### config.mk
export PLATFORM = sky130hd
export DESIGN_NAME = avaliador_ativos_pipe
export DESIGN_NICKNAME = d
export VERILOG_FILES = /design/src/rtl/avaliador_ativos_pipe.sv
export SDC_FILE = /design/constraint.sdc
export NUM_CORES = 1
export LEC_CHECK = 0
export CAP_MARGIN = 40
export CORE_MARGIN = 4
export CORE_UTILIZATION = 61
export CTS_CLUSTER_DIAMETER = 30
export DETAILED_ROUTE_END_ITERATION = 12
export GPL_TIMING_DRIVEN = 0
export PLACE_DENSITY = 0.88
export SLEW_MARGIN = 10
export SYNTH_ARGS = -nofsm -noshare
export SYNTH_HDL_FRONTEND = slang
export SYNTH_SLANG_ARGS = --single-unit
export TNS_END_PERCENT = 50
### constraint.sdc
create_clock -name clk -period 8.5 [get_ports clk]
set_input_delay 1.275 -clock clk [delete_from_list [all_inputs] [get_ports clk]]
set_output_delay 1.275 -clock clk [all_outputs]
set_load 0.1 [all_outputs]
### src/rtl/avaliador_ativos_pipe.sv
// rtl/avaliador_ativos_pipe.sv - active-node pool with a registered min-criterion comparator tree
// Defining AVALIADOR_APROVADO_EN adds aa_aprovado_out, the mask of every slot tied at the minimum.
module avaliador_ativos_pipe #(
   parameter int NUM_NA          = 8,
   parameter int ADDR_WIDTH      = 5,
   parameter int DISTANCIA_WIDTH = 5,
   parameter int CUSTO_WIDTH     = 4,
   parameter int CRITERIO_WIDTH  = DISTANCIA_WIDTH + 1
) (
   input  logic                       clk,
   input  logic                       rst_n,
   input  logic                       cmd_valid_in,
   output logic                       cmd_ready_out,
   input  logic [1:0]                 cmd_op_in,
   input  logic [ADDR_WIDTH-1:0]      endereco_in,
   input  logic [DISTANCIA_WIDTH-1:0] distancia_in,
   input  logic [CUSTO_WIDTH-1:0]     custo_in,
   input  logic [ADDR_WIDTH-1:0]      anterior_in,
   output logic                       aa_pronto_out,
   output logic                       aa_tem_ativo_out,
   output logic                       aa_cheio_out,
   output logic                       aa_estouro_out,
   output logic [ADDR_WIDTH-1:0]      aa_melhor_endereco_out,
   output logic [DISTANCIA_WIDTH-1:0] aa_melhor_distancia_out,
   output logic [CRITERIO_WIDTH-1:0]  aa_melhor_criterio_out,
   output logic                       aa_anterior_we_out,
   output logic [ADDR_WIDTH-1:0]      aa_anterior_addr_out,
   output logic [ADDR_WIDTH-1:0]      aa_anterior_data_out
`ifdef AVALIADOR_APROVADO_EN
   ,
   output logic [NUM_NA-1:0]          aa_aprovado_out
`endif
);

   localparam int NIVEIS = $clog2(NUM_NA);
   localparam int CNTW   = $clog2(NIVEIS + 1);

   typedef enum logic [1:0] {OCIOSO, APLICA, CLASSIFICA, PRONTO} estado_t;

   estado_t                    r_estado;
   logic                       r_ready;
   logic                       r_pronto;
   logic [CNTW-1:0]            r_cnt;
   logic                       r_tem;
   logic                       r_cheio;
   logic                       r_estouro;
   logic                       r_we;
   logic [ADDR_WIDTH-1:0]      r_we_addr;
   logic [ADDR_WIDTH-1:0]      r_we_data;

   // The predecessor lives only in the external anterior memory, so slots do not keep it.
   logic [NUM_NA-1:0]          r_v;
   logic [ADDR_WIDTH-1:0]      r_addr [NUM_NA];
   logic [DISTANCIA_WIDTH-1:0] r_g    [NUM_NA];
   logic [CRITERIO_WIDTH-1:0]  r_crit [NUM_NA];

   logic                       r_c_wr;
   logic                       r_c_rm;
   logic                       r_c_fl;
   logic                       r_c_ov;
   logic [NIVEIS-1:0]          r_c_idx;
   logic [ADDR_WIDTH-1:0]      r_c_addr;
   logic [DISTANCIA_WIDTH-1:0] r_c_g;
   logic [CRITERIO_WIDTH-1:0]  r_c_crit;

   logic                       w_accept;
   logic                       w_hit;
   logic [NIVEIS-1:0]          w_hit_idx;
   logic                       w_free;
   logic [NIVEIS-1:0]          w_free_idx;
   logic                       w_melhora;
   logic                       w_ins;
   logic                       w_grava;
   logic [NIVEIS-1:0]          w_idx;
   logic [CRITERIO_WIDTH-1:0]  w_crit;
   logic [NUM_NA-1:0]          w_v_next;

   // Slots are frozen while a command is being accepted, so the decision is made on the inputs.
   always_comb begin
      w_hit      = 1'b0;
      w_hit_idx  = '0;
      w_free     = 1'b0;
      w_free_idx = '0;
      for (int i = NUM_NA - 1; i >= 0; i--) begin
         if (r_v[i] && (r_addr[i] == endereco_in)) begin
            w_hit     = 1'b1;
            w_hit_idx = NIVEIS'(i);
         end
         if (!r_v[i]) begin
            w_free     = 1'b1;
            w_free_idx = NIVEIS'(i);
         end
      end
   end

   assign w_accept  = cmd_valid_in && r_ready;
   assign w_crit    = CRITERIO_WIDTH'(distancia_in) + CRITERIO_WIDTH'(custo_in);
   assign w_melhora = w_hit && (distancia_in < r_g[w_hit_idx]);
   assign w_ins     = (cmd_op_in == 2'b00);
   assign w_grava   = w_ins && (w_hit ? w_melhora : w_free);
   assign w_idx     = w_hit ? w_hit_idx : w_free_idx;

   always_comb begin
      w_v_next = r_v;
      if (r_estado == APLICA) begin
         if (r_c_fl)
            w_v_next = '0;
         else if (r_c_rm)
            w_v_next[r_c_idx] = 1'b0;
         else if (r_c_wr)
            w_v_next[r_c_idx] = 1'b1;
      end
   end

   always_ff @(posedge clk or negedge rst_n) begin
      if (!rst_n) begin
         r_estado  <= OCIOSO;
         r_ready   <= 1'b1;
         r_pronto  <= 1'b0;
         r_cnt     <= '0;
         r_tem     <= 1'b0;
         r_cheio   <= 1'b0;
         r_estouro <= 1'b0;
         r_we      <= 1'b0;
         r_we_addr <= '0;
         r_we_data <= '0;
         r_v       <= '0;
         r_c_wr    <= 1'b0;
         r_c_rm    <= 1'b0;
         r_c_fl    <= 1'b0;
         r_c_ov    <= 1'b0;
         r_c_idx   <= '0;
         r_c_addr  <= '0;
         r_c_g     <= '0;
         r_c_crit  <= '0;
         for (int i = 0; i < NUM_NA; i++) begin
            r_addr[i] <= '0;
            r_g[i]    <= '0;
            r_crit[i] <= '0;
         end
      end else begin
         r_we      <= 1'b0;
         r_we_addr <= '0;
         r_we_data <= '0;
         r_v       <= w_v_next;
         r_tem     <= |w_v_next;
         r_cheio   <= &w_v_next;
         case (r_estado)
            OCIOSO, PRONTO: begin
               if (w_accept) begin
                  r_estado <= APLICA;
                  r_ready  <= 1'b0;
                  r_pronto <= 1'b0;
                  r_c_wr   <= w_grava;
                  r_c_rm   <= (cmd_op_in == 2'b01) && w_hit;
                  r_c_fl   <= (cmd_op_in == 2'b10);
                  r_c_ov   <= w_ins && !w_hit && !w_free;
                  r_c_idx  <= w_idx;
                  r_c_addr <= endereco_in;
                  r_c_g    <= distancia_in;
                  r_c_crit <= w_crit;
                  if (w_grava) begin
                     r_we      <= 1'b1;
                     r_we_addr <= endereco_in;
                     r_we_data <= anterior_in;
                  end
               end
            end
            APLICA: begin
               if (r_c_wr && !r_c_fl) begin
                  r_addr[r_c_idx] <= r_c_addr;
                  r_g[r_c_idx]    <= r_c_g;
                  r_crit[r_c_idx] <= r_c_crit;
               end
               if (r_c_fl)
                  r_estouro <= 1'b0;
               else if (r_c_ov)
                  r_estouro <= 1'b1;
               r_cnt    <= CNTW'(NIVEIS - 1);
               r_estado <= CLASSIFICA;
            end
            CLASSIFICA: begin
               if (r_cnt == '0) begin
                  r_estado <= PRONTO;
                  r_ready  <= 1'b1;
                  r_pronto <= 1'b1;
               end else begin
                  r_cnt <= r_cnt - 1'b1;
               end
            end
            default: r_estado <= OCIOSO;
         endcase
      end
   end

   // Heap-indexed tree: node n compares 2n and 2n+1, leaves sit at NUM_NA+slot.
   logic                       w_t_v [1:2*NUM_NA-1];
   logic [CRITERIO_WIDTH-1:0]  w_t_c [1:2*NUM_NA-1];
   logic [ADDR_WIDTH-1:0]      w_t_a [1:2*NUM_NA-1];
   logic [DISTANCIA_WIDTH-1:0] w_t_g [1:2*NUM_NA-1];
   logic                       r_t_v [1:NUM_NA-1];
   logic [CRITERIO_WIDTH-1:0]  r_t_c [1:NUM_NA-1];
   logic [ADDR_WIDTH-1:0]      r_t_a [1:NUM_NA-1];
   logic [DISTANCIA_WIDTH-1:0] r_t_g [1:NUM_NA-1];

   always_comb begin
      for (int n = 1; n < NUM_NA; n++) begin
         w_t_v[n] = r_t_v[n];
         w_t_c[n] = r_t_c[n];
         w_t_a[n] = r_t_a[n];
         w_t_g[n] = r_t_g[n];
      end
      for (int i = 0; i < NUM_NA; i++) begin
         w_t_v[NUM_NA+i] = r_v[i];
         w_t_c[NUM_NA+i] = r_v[i] ? r_crit[i] : '1;
         w_t_a[NUM_NA+i] = r_addr[i];
         w_t_g[NUM_NA+i] = r_g[i];
      end
   end

   // A valid criterion never reaches all-ones, so invalid leaves always lose; ties keep the left child.
   always_ff @(posedge clk or negedge rst_n) begin
      if (!rst_n) begin
         for (int n = 1; n < NUM_NA; n++) begin
            r_t_v[n] <= 1'b0;
            r_t_c[n] <= '0;
            r_t_a[n] <= '0;
            r_t_g[n] <= '0;
         end
      end else begin
         for (int n = 1; n < NUM_NA; n++) begin
            if (w_t_c[2*n+1] < w_t_c[2*n]) begin
               r_t_v[n] <= w_t_v[2*n+1];
               r_t_c[n] <= w_t_c[2*n+1];
               r_t_a[n] <= w_t_a[2*n+1];
               r_t_g[n] <= w_t_g[2*n+1];
            end else begin
               r_t_v[n] <= w_t_v[2*n];
               r_t_c[n] <= w_t_c[2*n];
               r_t_a[n] <= w_t_a[2*n];
               r_t_g[n] <= w_t_g[2*n];
            end
         end
      end
   end

   assign cmd_ready_out           = r_ready;
   assign aa_pronto_out           = r_pronto;
   assign aa_tem_ativo_out        = r_tem;
   assign aa_cheio_out            = r_cheio;
   assign aa_estouro_out          = r_estouro;
   assign aa_melhor_endereco_out  = r_t_v[1] ? r_t_a[1] : '0;
   assign aa_melhor_distancia_out = r_t_v[1] ? r_t_g[1] : '0;
   assign aa_melhor_criterio_out  = r_t_v[1] ? r_t_c[1] : '0;
   assign aa_anterior_we_out      = r_we;
   assign aa_anterior_addr_out    = r_we_addr;
   assign aa_anterior_data_out    = r_we_data;

`ifdef AVALIADOR_APROVADO_EN
   always_comb begin
      aa_aprovado_out = '0;
      for (int i = 0; i < NUM_NA; i++)
         aa_aprovado_out[i] = r_pronto && r_t_v[1] && r_v[i] && (r_crit[i] == r_t_c[1]);
   end
`endif

endmodule

== Yosys cells after proc, flatten, opt, wreduce, memory -nomap -nowiden ==
Cells that the tools add are included.

* Order comparisons: 13
* Add/subtract/negate cells: 2
* Multiplexer cells: 108
* Bitwise logic cells: 5
* Reductions and logical operators: 35
* Equality and inequality tests: 16

{| class="wikitable"
|+ Operators by type and width
! cell !! count
|-
| 5-bit two-way mux || 25
|-
| 6-bit two-way mux || 17
|-
| 40-bit bitwise mux || 2
|-
| 3-bit two-way mux || 17
|-
| 48-bit bitwise mux || 1
|-
| 6-bit less-than comparator || 7
|-
| 5-bit == test || 8
|-
| 1-bit two-way mux || 32
|-
| 8-bit two-way mux || 4
|-
| 6-bit demux with 3-bit select || 1
|-
| 1-bit logical AND || 17
|-
| 5-bit binary-select mux with 3-bit select || 1
|-
| 5-bit demux with 3-bit select || 1
|-
| 2-bit AND reduction || 5
|-
| 8-bit bitwise AND || 1
|-
| 4-bit greater-or-equal comparator (second input constant) || 2
|-
| 3-bit inverter with 4-bit output || 2
|-
| 8-bit inverter || 1
|-
| 8-bit OR || 1
|-
| 8-bit AND reduction || 1
|-
| 8-bit OR reduction || 1
|-
| 5-bit by 4-bit adder with 6-bit output || 1
|-
| 2-bit == test (second input constant) || 3
|-
| 2-bit logical NOT || 3
|-
| 16 further kinds || 25
|}

* Output and inout bits: 32
* Register bits: 298
* Logic and storage cells: 250
* Input port bits: 24

== Logic depth before layout (Yosys ltp) ==
Gate-level depths: netlist of the first run.

* Word-level depth: 21
* Depth in mapped cells: 20
* Gate-level depth less buffers: 17

== Worst setup path after synthesis of the first run ==
Ideal clock, no wire load.

* Kind: input to register
* Start: input endereco_in[1]
* End: register r_we_addr[0], in the netlist aa_anterior_addr_out[0]
* Slack: 3.878 ns
* Stages on the path: 18
* Data arrival time: 4.549 ns
* Path buffers: 3
* Data required time: 8.427 ns
* Setup time: 0.073 ns
* Cells stage by stage: buf_4 > xor2_1 > nor4_2 > and3_1 > o211ai_1 > a21oi_1 > buf_2 > mux4_2 > mux2i_1 > ha_1 > nor2b_1 > o21ai_1 > nand2b_1 > a41o_1 > mux2i_1 > a32oi_2 > buf_6 > a21boi_2

* Longest elaborated chain between the ends: 21
* Elaborated cells on any way between the ends: 43
* Those cells by class: 1 x order compare; 8 x eq/ne; 23 x mux; 1 x bitwise; 10 x reduce/logical

{| class="wikitable"
|+ Ends and longest elaborated chain
! item !! RTL line !! source
|-
| start, declared || 15 || <nowiki>input logic [ADDR_WIDTH-1:0] endereco_in,</nowiki>
|-
| 5-bit == test || 85 || <nowiki>if (r_v[i] && (r_addr[i] == endereco_in)) begin</nowiki>
|-
| 1-bit logical AND || 85 ||
|-
| 3-bit two-way mux (8 in series) || 85 ||
|-
| 3-bit inverter with 4-bit output (not written as such) || 98 || <nowiki>assign w_melhora = w_hit && (distancia_in < r_g[w_hit_idx]);</nowiki>
|-
| 5-bit binary-select mux with 3-bit select || 98 ||
|-
| 5-bit two-way mux (not written as such) (2 in series) || 98 ||
|-
| 5-bit less-than comparator || 98 ||
|-
| 1-bit logical AND || 98 ||
|-
| 1-bit two-way mux * || 100 || <nowiki>assign w_grava = w_ins && (w_hit ? w_melhora : w_free);</nowiki>
|-
| 1-bit logical AND * || 100 ||
|-
| 5-bit two-way mux * || 162 || <nowiki>if (w_grava) begin</nowiki>
|-
| 5-bit two-way mux * || 150 || <nowiki>if (w_accept) begin</nowiki>
|-
| 5-bit two-way mux * || 148 || <nowiki>case (r_estado)</nowiki>
|-
| end signal, assigned || 164 || <nowiki>r_we_addr <= endereco_in;</nowiki>
|-
| end, declared || 48 || <nowiki>logic [ADDR_WIDTH-1:0] r_we_addr;</nowiki>
|}

Every way passes the cells marked *; elsewhere a longest branch is shown, timed or not. The select of a mux whose other input is x is not followed.
A chain may end at the register's enable or synchronous reset.

== Worst setup path in the final report of the first run ==
* Start: input endereco_in[4]
* End: register r_we_data[0], in the netlist aa_anterior_data_out[0]

* Longest elaborated chain between the ends: 21
* Elaborated cells on any way between the ends: 43
* Those cells by class: 1 x order compare; 8 x eq/ne; 23 x mux; 1 x bitwise; 10 x reduce/logical

{| class="wikitable"
|+ Ends and longest elaborated chain
! item !! RTL line !! source
|-
| 5-bit == test || 85 ||
|-
| 1-bit logical AND || 85 ||
|-
| 3-bit two-way mux (8 in series) || 85 ||
|-
| 3-bit inverter with 4-bit output (not written as such) || 98 ||
|-
| 5-bit binary-select mux with 3-bit select || 98 ||
|-
| 5-bit two-way mux (not written as such) (2 in series) || 98 ||
|-
| 5-bit less-than comparator || 98 ||
|-
| 1-bit logical AND || 98 ||
|-
| 1-bit two-way mux * || 100 ||
|-
| 1-bit logical AND * || 100 ||
|-
| 5-bit two-way mux * || 162 ||
|-
| 5-bit two-way mux * || 150 ||
|-
| 5-bit two-way mux * || 148 ||
|-
| end signal, assigned || 165 || <nowiki>r_we_data <= anterior_in;</nowiki>
|-
| end, declared || 49 || <nowiki>logic [ADDR_WIDTH-1:0] r_we_data;</nowiki>
|}

Marks and branches as above.

==> results.md, run 1 <==
- Post-synth top area share: 54.14%
- Routed wirelength normalized by instance count: 22.88 um
- Worst path setup slack after routing: 3.229 ns
- Post-synthesis net count: 1104
- Count of different cell masters after synthesis: 56
- Critical Setup Path Class: in2reg
- Die extent in y: 158.0 um
- Starting density of the core: 62.52%
- Detailed-routing iteration count for the pre-antenna-repair pass: 5
- Horizontal die dimension: 158.0 um
- Synthesized instance count: 1032
- Number of global-route vias before repair: 10020
- CTS clk-pin slew, worst paths: 0.05 ns
- Routability-driven placement congestion ratio: 0.9039
- GRT Overall Usage: 28.49%
- Number of antenna violations at the first check in global routing: 1
- Number of synthesized flops with an enable pin: 0
- Setup repair after global routing missed its margin: false
- HPWL reported at the end of detailed placement: 21.62 mm
- Leading area contributor after synthesis: dfrtp_1
- Number of input and output port buffers inserted: 50
- Outcome: finished, final reports clean
- Area of the die: 0.02497 mm^2
- Sequential area share after synthesis: 54.33%
- Fraction of final layout cells with drive strength greater than 1: 26.99%
- Buffer levels on the longest clock path: 3
- Relative contribution of the clock network to total power: 42.8%
- Busiest metal layer after global routing: met2
- GR Layer Usage met3: 5.003%
- Worst stage delay on the critical path: 0.61 ns
- Max VDD drop: 0.2178 mV
- Number of cells after detailed placement: 1397
- Ys Warns: 0
- CP endpoint kind: register
- Row cnt: 54
- Lkg Pwr: 8.166 nW
- IO Count: 56
- Maximum number of pins on one net before global-route repair: 101
- Number of cells upsized or downsized after cts: 0
- Worst setup slack before clock tree synthesis: 2.975 ns
- Non-filler instance count after layout: 1488
- Congestion Overflow GR: 0
- Worst setup skew after layout: 0.01622 ns
- CTS tree: yes
- Hold crit path type: reg2reg
- Met2 layer usage reported by global route: 49.51%
- Clock period minus worst slack: 5.271 ns
- Post-synthesis register bit count: 298
- Total clock buffers created by CTS: 49
- Top delay family on crit path: simple AND/OR/NAND/NOR gates
- Setup slack on the worst flop-to-flop path: 3.75 ns
- Most instantiated cells after synthesis: 297 x dfrtp_1, 150 x mux2_2, 84 x mux2_1, 47 x ha_1, 45 x inv_1
- Total core area: 0.02196 mm^2
- Maximum frequency from static timing analysis: 0.1897 GHz
- Number of buffers and inverters on the critical path: 3
- Largest cells by area after synthesis: dfrtp_1 54%, mux2_2 12%, mux2_1 6.9%
- Critical Path Slowest Stage Cell: mux4_2
- Setup violations, final: 0
- Clock latency reported for the late side of the worst-skew pair: 0.54 ns
- Antenna Cells: 0
- Initial DRC Count: 920
- Power Internal: 3.453 mW
- Number of nets in the layout: 1240
- P_sw: 1.462 mW
- Actual slew at the worst max-slew pin: 0.9091 ns
- Max H-tree Level: 2
- Mean Syn Cell Area: 13.30 um^2
- Critical Path Fanout Max: 10
- Num Clock Sinks: 298
- Root Buffer: clkbuf_16
- Arrival time of data at the critical path endpoint: 5.72 ns
- Layout fillers: 1167
- Required time at the worst-slack endpoint: 8.95 ns
- Post-route DRC violation count: 0
- Buffers inserted by post-CTS timing repair: 0
- First-pass GRT wire length: 54.68 mm
- Fraction of synthesis flops using an asynchronous set or reset pin: 100.0%
- Type of element launching the critical path: input port
- Combinational power share: 20.4%
- Hold bufs inserted after CTS: 0
- Final hold violation count: 0
- Cell Pwr Density: 288.8 mW/mm^2
- Worst rel slew slack: 38.89%
- Sequential share of power: 36.8%
- Mapped Area: 0.01373 mm^2
- Routed Antenna Nets: 0
- Max Slew Vio Count: 0
- Final critical-path share of the clock period: 62.01%
- Cells along the critical path: buf_4, xor2_1, nor4_2, nand3_1, and2_1, a21oi_1, buf_2, mux4_2, mux2i_1, ha_1, nor2b_1, o21ai_1, nand2b_1, nor4b_4, nand4b_1, buf_6, a21boi_2
- Top_reg_cell synth: dfrtp_1
- Drt total wl: 34.04 mm
- Max Cap Viol: 0
- Layout-stage area growth over the synthesis result: 23.97%
- Via-to-Cell Ratio: 6.095
- Most numerous cell in the Yosys netlist: dfrtp_1
- GRT met1 Usage: 35.88%
- Vias after detailed routing: 9070
- Net switching share of the total power: 29.75%
layout make-up:
class                   count  area [um^2]  share of cell area (%)
well taps                 280        350.3                   2.059
plain buffers              40        221.5                   1.301
flip-flops and latches    298         7458                   43.82
inverters                  47        176.4                   1.037
multi-input cells         647         5878                   34.54
clock inverters            25        367.9                   2.161
repair buffers             85         1144                   6.720
clock buffers              66         1423                   8.359
cells by family (layout without fill, tap and decap cells):
kind of cell | count (synthesis) | count (layout) | share of synthesized area [%]
XOR/XNOR | 44 | 44 | 2.807
AO/OA/AOI/OAI | 110 | 110 | 5.514
flip-flops | 298 | 298 | 54.33
multiplexers | 272 | 272 | 22.69
AND/OR/NAND/NOR | 173 | 173 | 7.328
buffers and inverters | 87 | 263 | 2.898
adder cells (fa/ha/maj) | 48 | 48 | 4.429
worst reg2reg max path: stages (launching register included):
cell and delay, ns:
dfrtp_1 0.41, xor2_1 0.16, nor4_2 0.33, nand3_1 0.26
and2_1 0.28, a21oi_1 0.20, buf_2 0.39, mux4_2 0.61
mux2i_1 0.29, ha_1 0.31, nor2b_1 0.14, o21ai_1 0.12
nand2b_1 0.16, nor4b_4 0.30, nand4b_1 0.29, buf_6 0.25
a21boi_2 0.18
state kept, by name (all words and copies together) (netlist names), 2 cells and up:
register,flops
aa_anterior_addr_out,5
aa_anterior_data_out,5
r_addr,40
r_c_addr,5
r_c_crit,6
r_c_g,5
r_c_idx,3
r_cnt,2
r_crit,48
r_estado,2
r_g,40
r_t_a,35
r_t_c,42
r_t_g,35
r_t_v,7
r_v,8
per-stage QoR:
| stage | utilization [%] | total power [mW] | hold slack, ns | TNS, ns | area (um^2) |
|---|---|---|---|---|---|
| finish | 77.50 | 4.915 | 0.4636 | 0 | 17020 |
| global route | 77.50 | 5.100 | 0.4647 | 0 | 17020 |
| CTS | 77.50 | 4.935 | 0.4617 | 0 | 17020 |
| detailed placement | 69.35 | 2.793 | 0.4429 | 0 | 15230 |
| global placement | 66.39 | 2.674 | 0.4388 | -1791.17 | 14580 |
| floorplan | - | 2.412 | 0.4325 | 0 | 13730 |
power by group through the flow:
stage	sequential [mW]	clock, mW	combinational (mW)
2_1_floorplan	1.74	0	0.673
3_3_place_gp	1.79	0	0.881
3_5_place_dp	1.81	0	0.984
4_1_cts	1.80	2.12	1.01
5_1_grt	1.83	2.20	1.08
6_report	1.81	2.10	1.00
cell usage in the layout (no fill, tap or decap), types with 9 or more instances in the layout:
master           count
clkdlybuf4s50_1     49
mux2_2             150
nor2_1              25
nand3_1             13
xor2_1              35
nor2b_1             44
o21ai_0             16
clkbuf_8             9
a21oi_1             27
and2_1              18
inv_1               45
ha_1                47
mux2_1              84
buf_8               27
mux2i_1             30
clkbuf_16           51
nand2_1             28
a21o_1              22
xnor2_1              9
clkbuf_1            27
nand2b_1             9
buf_16               9
dfrtp_1            297
layer usage:
| layer | vias up | share of wire, % |
|---|---|---|
| met1 | 4558 | 38 |
| met5 | - | 0.038 |
| li1 | 3935 | - |
| met4 | 2 | 4.3 |
| met2 | 452 | 51 |
| met3 | 123 | 6.9 |
worst paths after layout:
kind | startpoint | to | depth (start not counted)
worst max-delay path | endereco_in[4] | aa_anterior_data_out[0] | 17
worst max register to register | r_addr[23] | aa_anterior_data_out[0] | 16
worst min register to register | r_t_a[27] | r_t_a[32] | 1
max in group asynchronous | rst_n | r_crit[26] | 3
min in group asynchronous | rst_n | r_c_g[2] | 1
worst min-delay path | r_t_a[27] | r_t_a[32] | 1
Note: power is estimated with default switching activity, not from simulation.
==> inputs of run 2 (changes only) <==
==> constraint.sdc (replaced) <==
create_clock -name clk -period 5.13 [get_ports clk]
set_input_delay 0.7695 -clock clk [delete_from_list [all_inputs] [get_ports clk]]
set_output_delay 0.7695 -clock clk [all_outputs]
set_load 0.1 [all_outputs]
==> results.md, run 2 (synthesis results as in run 1) <==
- Maximum number of pins on one net before global-route repair: 101 (unchanged)
- Actual slew at the worst max-slew pin: 0.8982 ns (was 0.9091 ns)
- Layout fillers: 1167 (unchanged)
- Setup violations, final: 0 (unchanged)
- GRT Overall Usage: 28.51% (was 28.49%)
- Congestion Overflow GR: 0 (unchanged)
- Worst rel slew slack: 39.62% (was 38.89%)
- Number of input and output port buffers inserted: 50 (unchanged)
- Die extent in y: 158.0 um (unchanged)
- Worst setup skew after layout: 0.01434 ns (was 0.01622 ns)
- FF-to-FF path depth: 16 (unchanged)
- Critical Path Fanout Max: 10 (unchanged)
- Routed wirelength normalized by instance count: 22.86 um (was 22.88 um)
- Most used cells in the layout excluding fill and tap cells: 297 x dfrtp_1, 150 x mux2_2, 84 x mux2_1, 51 x clkbuf_16, 49 x clkdlybuf4s50_1 (unchanged)
- Drt total wl: 34.01 mm (was 34.04 mm)
- Smallest hold slack: 0.03264 ns (was 0.4636 ns)
- Number of cells upsized or downsized after cts: 0 (unchanged)
- Largest registers ranked by flip-flop count: r_crit (48), r_t_c (42) (unchanged)
- Max reg flops: 48 (unchanged)
- CP endpoint kind: register (unchanged)
- Horizontal die dimension: 158.0 um (unchanged)
- Layout-stage area growth over the synthesis result: 23.97% (unchanged)
- Root Buffer: clkbuf_16 (unchanged)
- Routed Antenna Nets: 0 (unchanged)
- Number of antenna violations at the first check in global routing: 1 (unchanged)
- Final hold violation count: 0 (unchanged)
- Buffer levels on the longest clock path: 3 (unchanged)
- Outcome: finished, final reports clean (unchanged)
- Most common library cell in the layout ignoring fill and taps: dfrtp_1 (unchanged)
- Clock latency reported for the late side of the worst-skew pair: 0.53 ns (was 0.54 ns)
- Via-to-Cell Ratio: 6.099 (was 6.095)
- Vias after detailed routing: 9076 (was 9070)
- Number of global-route vias before repair: 10010 (was 10020)
- Terminus of the critical flop-to-flop path: aa_anterior_data_out[0] (unchanged)
- IO Count: 56 (unchanged)
- Lkg Pwr: 8.166 nW (unchanged)
- CTS clk-pin slew, worst paths: 0.05 ns (about the same)
- HPWL reported at the end of detailed placement: 21.62 mm (unchanged)
- Total clock buffers created by CTS: 49 (unchanged)
- Sequential share of power: 36.8% (about the same)
- Max Cap Viol: 0 (unchanged)
- Total core area: 0.02196 mm^2 (unchanged)
- Arrival time of data at the critical path endpoint: 5.24 ns (was 5.72 ns)
- Post-route DRC violation count: 0 (unchanged)
- Max H-tree Level: 2 (unchanged)
- Row cnt: 54 (unchanged)
- Max Slew Vio Count: 0 (unchanged)
- First-pass GRT wire length: 54.68 mm (about the same)
- Setup slack on the worst flop-to-flop path: 0.35 ns (was 3.75 ns)
- Starting density of the core: 62.52% (unchanged)
- Combinational power share: 20.5% (was 20.4%)
- Required time at the worst-slack endpoint: 5.58 ns (was 8.95 ns)
- Detailed-routing iteration count for the pre-antenna-repair pass: 6 (was 5)
- Final critical-path share of the clock period: 93.42%
- Area of the die: 0.02497 mm^2 (unchanged)
- Power Internal: 5.722 mW (was 3.453 mW)
- Worst path setup slack after routing: 0.3376 ns (was 3.229 ns)
- Relative contribution of the clock network to total power: 42.8% (about the same)
- Cell Pwr Density: 478.7 mW/mm^2 (was 288.8 mW/mm^2)
- Number of nets in the layout: 1240 (unchanged)
- Setup repair after global routing missed its margin: false (unchanged)
- Net switching share of the total power: 29.77% (was 29.75%)
- Hold bufs inserted after CTS: 0 (unchanged)
- Worst setup slack before clock tree synthesis: 0.1106 ns (was 2.975 ns)
- Type of element launching the critical path: input port (unchanged)
- Register name with the most flops: r_crit (unchanged)
- Fraction of final layout cells with drive strength greater than 1: 26.99% (unchanged)
- Routability-driven placement congestion ratio: 0.9039 (unchanged)
- Antenna Cells: 0 (unchanged)
- CTS tree: yes (unchanged)
- Hold crit path type: in2async (was reg2reg)
- Num Clock Sinks: 298 (unchanged)
- P_sw: 2.425 mW (was 1.462 mW)
- Max VDD drop: 0.3600 mV (was 0.2178 mV)
- Clock period minus worst slack: 4.792 ns
- Startpoint of the lowest-slack register-to-register path: r_addr[23] (unchanged)
- Critical Setup Path Class: in2reg (unchanged)
- Buffers inserted by post-CTS timing repair: 0 (unchanged)
- Initial DRC Count: 845 (was 920)
- Maximum frequency from static timing analysis: 0.2087 GHz
- Source of the critical timing path: endereco_in[4] (unchanged)
run 2: routing by layer:
layer  vias to the layer above  GRT usage (%)  part of all wire, %
met1                      4575          35.88                   38
met3                       116          5.085                  6.8
met5                         -              0                0.038
met4                         2          10.80                  4.1
li1                       3936              -                    -
met2                       447          49.57                   51
run 2: worst max path at each step:
stage                              end  cells after the start  slack, ns
3_3_place_gp                 r_t_c[36]                      1      -8.90
3_5_place_dp   aa_anterior_data_out[3]                     17       0.11
2_1_floorplan  aa_anterior_addr_out[0]                     18       1.01
4_1_cts        aa_anterior_data_out[0]                     17       0.43
6_report       aa_anterior_data_out[0]                     17       0.34
5_1_grt        aa_anterior_data_out[0]                     16       0.22
run 2: worst max-delay path, stage by stage:
cell,delay (ns)
buf_4,0.18
xor2_1,0.20
nor4_2,0.28
nand3_1,0.27
and2_1,0.28
a21oi_1,0.21
buf_2,0.39
mux4_2,0.61
mux2i_1,0.29
ha_1,0.31
nor2b_1,0.14
o21ai_1,0.12
nand2b_1,0.16
nor4b_4,0.30
nand4b_1,0.29
buf_6,0.25
a21boi_2,0.17
run 2: power groups by stage:
stage / clock network (mW) / registers, mW / logic (mW)
2_1_floorplan: 0 / 2.88 / 1.11
3_3_place_gp: 0 / 2.97 / 1.46
3_5_place_dp: 0 / 3.00 / 1.63
4_1_cts: 3.52 / 2.98 / 1.68
5_1_grt: 3.64 / 3.03 / 1.79
6_report: 3.49 / 2.99 / 1.67
run 2: metrics by stage:
stage	area [um^2]	power (mW)	std cells	util, %	setup TNS, ns
finish	17020	8.147	1488	77.50	0
global route	17020	8.451	1488	77.50	0
CTS	17020	8.177	1488	77.50	0
detailed placement	15230	4.628	1397	69.35	0
global placement	14580	4.431	1362	66.39	-2644.79
floorplan	13730	3.996	1032	-	0
run 2: layout make-up:
cell class              count  area [um^2]  share of cell area, %
plain buffers              40        221.5                  1.301
clock buffers              66         1423                  8.359
clock inverters            25        367.9                  2.161
inverters                  47        176.4                  1.037
multi-input cells         647         5878                  34.54
flip-flops and latches    298         7458                  43.82
well taps                 280        350.3                  2.059
repair buffers             85         1144                  6.720
==> inputs of run 3 (changes only) <==
==> constraint.sdc (replaced) <==
create_clock -name clk -period 5.4 [get_ports clk]
set_input_delay 0.81 -clock clk [delete_from_list [all_inputs] [get_ports clk]]
set_output_delay 0.81 -clock clk [all_outputs]
set_load 0.1 [all_outputs]
==> results of run 3 <==
Same layout as run 2 (identical final DEF). Status: finished, final reports clean.
Main changes from that run: setup slack after placement 0.1106 ns -> 0.3401 ns; setup slack after layout 0.3376 ns -> 0.5671 ns; hold slack 0.03264 ns -> 0.07314 ns; register-to-register setup slack 0.35 ns -> 0.62 ns; total power 8.147 mW -> 7.740 mW; worst IR drop on VDD 0.3600 mV -> 0.3420 mV
